File: config.mk
export PLATFORM = sky130hd
export DESIGN_NAME = alu_arbiter_flat
export DESIGN_NICKNAME = d
export VERILOG_FILES = /design/src/rtl/alu_arb_pkg.sv /design/src/rtl/alu_arbiter_if.sv /design/src/rtl/alu.sv /design/src/rtl/alu_arbiter.sv /design/src/flat_wrapper.sv
export SDC_FILE = /design/constraint.sdc
export NUM_CORES = 1
export LEC_CHECK = 0
export CORE_MARGIN = 2
export CORE_UTILIZATION = 50
export CTS_CLUSTER_DIAMETER = 60
export DETAILED_ROUTE_END_ITERATION = 12
export PLACE_DENSITY = 0.81
export SYNTH_ARGS = -nofsm -noshare
export SYNTH_HDL_FRONTEND = slang
export SYNTH_HIERARCHICAL = 1
export SYNTH_SLANG_ARGS = --single-unit
export TNS_END_PERCENT = 50
File: constraint.sdc
create_clock -name clk -period 2.81 [get_ports clk]
set_clock_uncertainty 0.15 [all_clocks]
set_input_delay 0.4215 -clock clk [delete_from_list [all_inputs] [get_ports clk]]
set_output_delay 0.4215 -clock clk [all_outputs]
set_load 0.01 [all_outputs]
File: src/rtl/alu_arb_pkg.sv
// Shared types and defaults for the two-requester ALU arbiter and its ALU.
package alu_arb_pkg;

    localparam int DEF_WIDTH = 4;
    localparam int DEF_OC_W  = 3;

    typedef enum logic [1:0] {
        IDLE = 2'd0,
        EXEC = 2'd1,
        RESP = 2'd2
    } state_e;

    typedef logic req_idx_t;

    localparam logic [2:0] OP_ADD = 3'b000;
    localparam logic [2:0] OP_SUB = 3'b001;
    localparam logic [2:0] OP_AND = 3'b010;
    localparam logic [2:0] OP_OR  = 3'b011;
    localparam logic [2:0] OP_XOR = 3'b100;
    localparam logic [2:0] OP_NOT = 3'b101;
    localparam logic [2:0] OP_SHL = 3'b110;

endpackage

File: src/rtl/alu_arbiter_if.sv
// One requester's operation channel plus its response channel.
interface alu_arbiter_if
    import alu_arb_pkg::*;
#(
    parameter int WIDTH = DEF_WIDTH,
    parameter int OC_W  = DEF_OC_W
);
    logic             req_valid;
    logic             req_ready;
    logic [OC_W-1:0]  oc;
    logic [WIDTH-1:0] a;
    logic [WIDTH-1:0] b;
    logic             resp_valid;
    logic             resp_ready;
    logic [WIDTH-1:0] resp_f;

    modport master (
        output req_valid, oc, a, b, resp_ready,
        input  req_ready, resp_valid, resp_f
    );

    modport slave (
        input  req_valid, oc, a, b, resp_ready,
        output req_ready, resp_valid, resp_f
    );
endinterface

File: src/rtl/alu.sv
// Combinational 4-bit ALU; results wrap to WIDTH bits, no carry-out.
module alu
    import alu_arb_pkg::*;
#(
    parameter int WIDTH = DEF_WIDTH,
    parameter int OC_W  = DEF_OC_W
) (
    input  logic [OC_W-1:0]  oc,
    input  logic [WIDTH-1:0] a,
    input  logic [WIDTH-1:0] b,
    output logic [WIDTH-1:0] f
);

    always_comb begin
        f = '0;
        case (oc)
            OP_ADD:  f = a + b;
            OP_SUB:  f = a - b;
            OP_AND:  f = a & b;
            OP_OR:   f = a | b;
            OP_XOR:  f = a ^ b;
            OP_NOT:  f = ~a;
            OP_SHL:  f = a << 1;
            default: f = a >> 1;
        endcase
    end

endmodule

File: src/rtl/alu_arbiter.sv
// Round-robin arbiter sharing one ALU between two requesters, one operation in flight.
module alu_arbiter
    import alu_arb_pkg::*;
#(
    parameter int WIDTH = DEF_WIDTH,
    parameter int OC_W  = DEF_OC_W,
    parameter int CNT_W = 8
) (
    input  logic             clk,
    input  logic             rst,
    alu_arbiter_if.slave     req0,
    alu_arbiter_if.slave     req1,
    output logic             busy,
    output logic [CNT_W-1:0] done_count
);

    state_e           state_q, state_d;
    req_idx_t         last_grant_q, last_grant_d;
    req_idx_t         g_q, g_d;
    req_idx_t         grant;
    logic             grant_vld;
    logic             resp_ready_g;
    logic [OC_W-1:0]  oc_q, oc_d;
    logic [WIDTH-1:0] a_q, a_d, b_q, b_d;
    logic [WIDTH-1:0] res_q, res_d;
    logic [WIDTH-1:0] alu_f;
    logic [CNT_W-1:0] done_count_q, done_count_d;

    // The ALU only ever sees registered operands, so requesters may change theirs after accept.
    alu #(.WIDTH(WIDTH), .OC_W(OC_W)) u_alu (
        .oc (oc_q),
        .a  (a_q),
        .b  (b_q),
        .f  (alu_f)
    );

    always_comb begin
        grant_vld = req0.req_valid | req1.req_valid;
        if (req0.req_valid && req1.req_valid) begin
            grant = ~last_grant_q;
        end else begin
            grant = req1.req_valid;
        end
        resp_ready_g = g_q ? req1.resp_ready : req0.resp_ready;
    end

    always_comb begin
        state_d      = state_q;
        last_grant_d = last_grant_q;
        g_d          = g_q;
        oc_d         = oc_q;
        a_d          = a_q;
        b_d          = b_q;
        res_d        = res_q;
        done_count_d = done_count_q;
        unique case (state_q)
            IDLE: begin
                if (grant_vld) begin
                    g_d     = grant;
                    oc_d    = grant ? req1.oc : req0.oc;
                    a_d     = grant ? req1.a : req0.a;
                    b_d     = grant ? req1.b : req0.b;
                    state_d = EXEC;
                end
            end
            EXEC: begin
                res_d   = alu_f;
                state_d = RESP;
            end
            RESP: begin
                if (resp_ready_g) begin
                    last_grant_d = g_q;
                    done_count_d = done_count_q + CNT_W'(1);
                    state_d      = IDLE;
                end
            end
            default: state_d = IDLE;
        endcase
    end

    // Ready is masked by rst so every handshake output drops the instant reset asserts.
    always_comb begin
        req0.req_ready  = 1'b0;
        req1.req_ready  = 1'b0;
        req0.resp_valid = 1'b0;
        req1.resp_valid = 1'b0;
        req0.resp_f     = '0;
        req1.resp_f     = '0;
        if (!rst && state_q == IDLE && grant_vld) begin
            req0.req_ready = ~grant;
            req1.req_ready = grant;
        end
        if (state_q == RESP) begin
            if (g_q) begin
                req1.resp_valid = 1'b1;
                req1.resp_f     = res_q;
            end else begin
                req0.resp_valid = 1'b1;
                req0.resp_f     = res_q;
            end
        end
        busy       = (state_q != IDLE);
        done_count = done_count_q;
    end

    always_ff @(posedge clk or posedge rst) begin
        if (rst) begin
            state_q      <= IDLE;
            last_grant_q <= 1'b1;
            g_q          <= 1'b0;
            oc_q         <= '0;
            a_q          <= '0;
            b_q          <= '0;
            res_q        <= '0;
            done_count_q <= '0;
        end else begin
            state_q      <= state_d;
            last_grant_q <= last_grant_d;
            g_q          <= g_d;
            oc_q         <= oc_d;
            a_q          <= a_d;
            b_q          <= b_d;
            res_q        <= res_d;
            done_count_q <= done_count_d;
        end
    end

endmodule

File: src/flat_wrapper.sv
// flat-port wrapper written by rule: the top's interface ports become plain ports
module alu_arbiter_flat import alu_arb_pkg::*;
#(
    parameter int WIDTH = DEF_WIDTH,
    parameter int OC_W  = DEF_OC_W,
    parameter int CNT_W = 8
)
  (clk, rst, busy, done_count, req0_req_valid, req0_oc, req0_a, req0_b, req0_resp_ready, req0_req_ready, req0_resp_valid, req0_resp_f, req1_req_valid, req1_oc, req1_a, req1_b, req1_resp_ready, req1_req_ready, req1_resp_valid, req1_resp_f);
  alu_arbiter_if #(.WIDTH(WIDTH), .OC_W(OC_W)) req0_i ();
  alu_arbiter_if #(.WIDTH(WIDTH), .OC_W(OC_W)) req1_i ();
  input  logic clk;
  input  logic rst;
  output logic busy;
  output logic [CNT_W-1:0] done_count;
  input wire logic [$bits(req0_i.req_valid)-1:0] req0_req_valid;
  input wire logic [$bits(req0_i.oc)-1:0] req0_oc;
  input wire logic [$bits(req0_i.a)-1:0] req0_a;
  input wire logic [$bits(req0_i.b)-1:0] req0_b;
  input wire logic [$bits(req0_i.resp_ready)-1:0] req0_resp_ready;
  output wire logic [$bits(req0_i.req_ready)-1:0] req0_req_ready;
  output wire logic [$bits(req0_i.resp_valid)-1:0] req0_resp_valid;
  output wire logic [$bits(req0_i.resp_f)-1:0] req0_resp_f;
  input wire logic [$bits(req1_i.req_valid)-1:0] req1_req_valid;
  input wire logic [$bits(req1_i.oc)-1:0] req1_oc;
  input wire logic [$bits(req1_i.a)-1:0] req1_a;
  input wire logic [$bits(req1_i.b)-1:0] req1_b;
  input wire logic [$bits(req1_i.resp_ready)-1:0] req1_resp_ready;
  output wire logic [$bits(req1_i.req_ready)-1:0] req1_req_ready;
  output wire logic [$bits(req1_i.resp_valid)-1:0] req1_resp_valid;
  output wire logic [$bits(req1_i.resp_f)-1:0] req1_resp_f;
  assign req0_i.req_valid = req0_req_valid;
  assign req0_i.oc = req0_oc;
  assign req0_i.a = req0_a;
  assign req0_i.b = req0_b;
  assign req0_i.resp_ready = req0_resp_ready;
  assign req0_req_ready = req0_i.req_ready;
  assign req0_resp_valid = req0_i.resp_valid;
  assign req0_resp_f = req0_i.resp_f;
  assign req1_i.req_valid = req1_req_valid;
  assign req1_i.oc = req1_oc;
  assign req1_i.a = req1_a;
  assign req1_i.b = req1_b;
  assign req1_i.resp_ready = req1_resp_ready;
  assign req1_req_ready = req1_i.req_ready;
  assign req1_resp_valid = req1_i.resp_valid;
  assign req1_resp_f = req1_i.resp_f;
  alu_arbiter #(.WIDTH(WIDTH), .OC_W(OC_W), .CNT_W(CNT_W)) u_core (.clk(clk), .rst(rst), .req0(req0_i), .req1(req1_i), .busy(busy), .done_count(done_count));
endmodule
==> results.toml <==
[run_status]
outcome = "finished, final reports clean"

[critical_path]
cp_slowest_cell = "clkdlybuf4s50_1"
crit_required_ns = 2.24
crit_path_cell_trace = "or2_1, nor4b_1, clkdlybuf4s50_1"
crit_fanout = 6
critPathLaunchType = "flop"
end_kind = "output port"
critPathKind = "reg -> out"
max_stage_delay_ns = 0.58
arrival_ns = 1.94

[routing]
drc = 0
drt_iter0_drc = 85
wl_per_cell_um = 13.2
ant_nets = 0
viasPerCell = 5.31
drt-total-wl_um = 3660
dr.pass1.iters = 4
via_count = 1476

[clock_tree]
ctsHoldBuffers = 0
numCtsBuffers = 3
root_buffer = "clkbuf_8"
tritoncts = "yes"
post_cts_resized = 0
insertion_delay_ns = 0.28
htreeDepth = 1
cts_buffer_depth = 2
cts_sinks = 27
clkTransAtPathRegs_ns = 0.10
cts_setup_buffers = 0

[die]
core_um2 = 3720
die_w_um = 66.8
die_area_um2 = 4460
rows = 22
num_io_pins = 49
die_h_um = 66.8
start_util = 0.531

[synth]
syn_area_um2 = 1970
synth_cells = 181
synthDistinctLibCells = 49
syn_area_per_cell_um2 = 10.9
postSynth.asyncResetShare = 1.00
synth_nets = 223
netlist_top_cells_count = "dfrtp_1 (26), inv_1 (14), mux2_4 (14)"
synth_top_area_frac = 0.330
synth_edf_count = 0
synth_ff_type = "dfrtp_1"
yosys_register_bits = 27
synth_area_leaders = "dfrtp_1 (33%), mux2_4 (11%), ha_1 (8.2%)"
synth_seq_area_share = 0.343
yosys.cell_count.top_type = "dfrtp_1"
ys_warn_count = 6
synth_top_area_cell = "dfrtp_1"

[global_routing]
grt_pass1_vias = 1471
grt_pass1_wl_um = 6510
globalRouteTotalUtil = 0.188
grt_max_degree = 28
overflow = 0
antenna_found_initial = 0

[final_layout]
final_area_um2 = 2530
fin_nets = 273
antennaDiodeCount = 0
fillerInstances = 296
stdcell_count = 278
regArea_um2 = 677
syn_to_final_growth_pct = 28.2
drive_gt1_frac = 0.183
multi_input_comb_area_um2 = 1170

[placement]
placed_cells = 274
placed_cell_area_um2 = 2480
dp_slack_ns = 0.319
post-dp-hpwl_um = 2940
io_buffer_count = 48
gp_congestion = 0.834

[pwr]
p_sw_uw = 1060
power_frac_seq = 0.299
switching_share = 0.402
pwr-share-comb = 0.615
ir_drop_uv = 517
p_clk_frac = 0.086
p_int_uw = 1570
p_leak_uw = 0.00115
powerDensity_nw_per_um2 = 1040

[job]
cap_viol_max_count = 0

[sta]
period_share = 0.892
setup_viol = 0
period_minus_slack_ns = 2.51
worst_slew_pin_slew_ns = 0.422
final_max_slew_viol_count = 0
max_slew_margin = 0.718
tns_ns = 0
worst_slack_ns = 0.303
hold_viol = 0
max_freq_ghz = 0.399
grt_setup_unrepaired = "false"
timing.hold.ws_ns = 0.330

[min_path]
hp-class = "reg -> reg"
## metrics by stage
step	total power [uW]	util
final	2630	0.681
after global routing	2900	0.681
after CTS	2650	0.681
after detailed placement	2430	0.668
after global placement	2380	0.668
after floorplan	1990	-
## logic make-up (layout without fill, tap and decap cells)
family / Yosys count / in the layout / synth area share
buffers and inverters: 22 / 71 / 0.0621
muxes: 33 / 33 / 0.220
DFF: 27 / 27 / 0.343
and+or+nand+nor: 51 / 51 / 0.152
xor gates and xnor gates: 10 / 10 / 0.0444
AOI/OAI and AO/OA: 24 / 24 / 0.0862
adders and majority gates: 14 / 14 / 0.0926
## sequential cells by signal, indices dropped and copies added (netlist names)
signal and count:
u_core/state_q 2, u_core/a_q 4, u_core/b_q 4, u_core/g_q 1
u_core/oc_q 3, u_core/done_count 8, u_core/res_q 4, u_core/last_grant_q 1
## power by group through the flow
stage / Sequential (uW) / Combinational, uW / Clock [uW]
after floorplan: 746 / 1250 / 0
after global placement: 791 / 1590 / 0
after detailed placement: 801 / 1630 / 0
after CTS: 792 / 1630 / 231
after global routing: 827 / 1830 / 242
final: 788 / 1620 / 227
## routing by layer
layer / part of all wire / GRT usage / vias up / wire, um
met5: 0 / 0 / - / 0
met4: 0.0090 / 0.0434 / 0 / 33
met3: 0.042 / 0.0220 / 4 / 154
met2: 0.49 / 0.336 / 42 / 1800
met1: 0.46 / 0.240 / 693 / 1680
li1: - / - / 737 / -
## cells in the final DEF (no fill, tap or decap), types with 4 or more instances in the layout
| master | netlist | layout |
|---|---|---|
| nor2b_1 | 4 | 4 |
| xor2_1 | 4 | 4 |
| mux2_4 | 14 | 14 |
| nand2_1 | 10 | 10 |
| dfrtp_1 | 26 | 26 |
| a21oi_1 | 5 | 5 |
| buf_4 | 1 | 5 |
| mux2i_1 | 4 | 4 |
| clkdlybuf4s50_1 | 0 | 48 |
| inv_1 | 14 | 14 |
| o21ai_0 | 6 | 6 |
| ha_1 | 13 | 13 |
| and2_1 | 5 | 5 |
| mux2_2 | 12 | 12 |
| xnor2_1 | 6 | 6 |
| and3_1 | 5 | 5 |
| nor2_1 | 7 | 7 |
## worst paths after layout
check,cells past startpoint,end,start,slack [ns]
worst max-delay path,3,req0_req_ready,u_core/state_q[1],0.30
max in group asynchronous,3,u_core/last_grant_q,rst,1.79
worst min register to register,1,u_core/done_count[7],u_core/done_count[7],0.33
worst min-delay path,1,u_core/done_count[7],u_core/done_count[7],0.33
worst max register to register,10,u_core/res_q[3],u_core/oc_q[2],0.31
min in group asynchronous,3,u_core/a_q[1],rst,0.42
## layout make-up
class / count / area share
well taps: 48 / 0.0237
clock inverters: 1 / 0.00297
multi-input cells: 132 / 0.464
clock buffers: 3 / 0.0163
flip-flops and latches: 27 / 0.268
repair buffers: 53 / 0.205
inverters: 14 / 0.0208
## worst max-delay path, delay by kind of cell, from the launching register on
kind | cells | cell delay, ns
buf+inv | 1 | 0.58
simple gates | 2 | 0.63
flops | 1 | 0.44
Power figures use the tool's default switching activity.
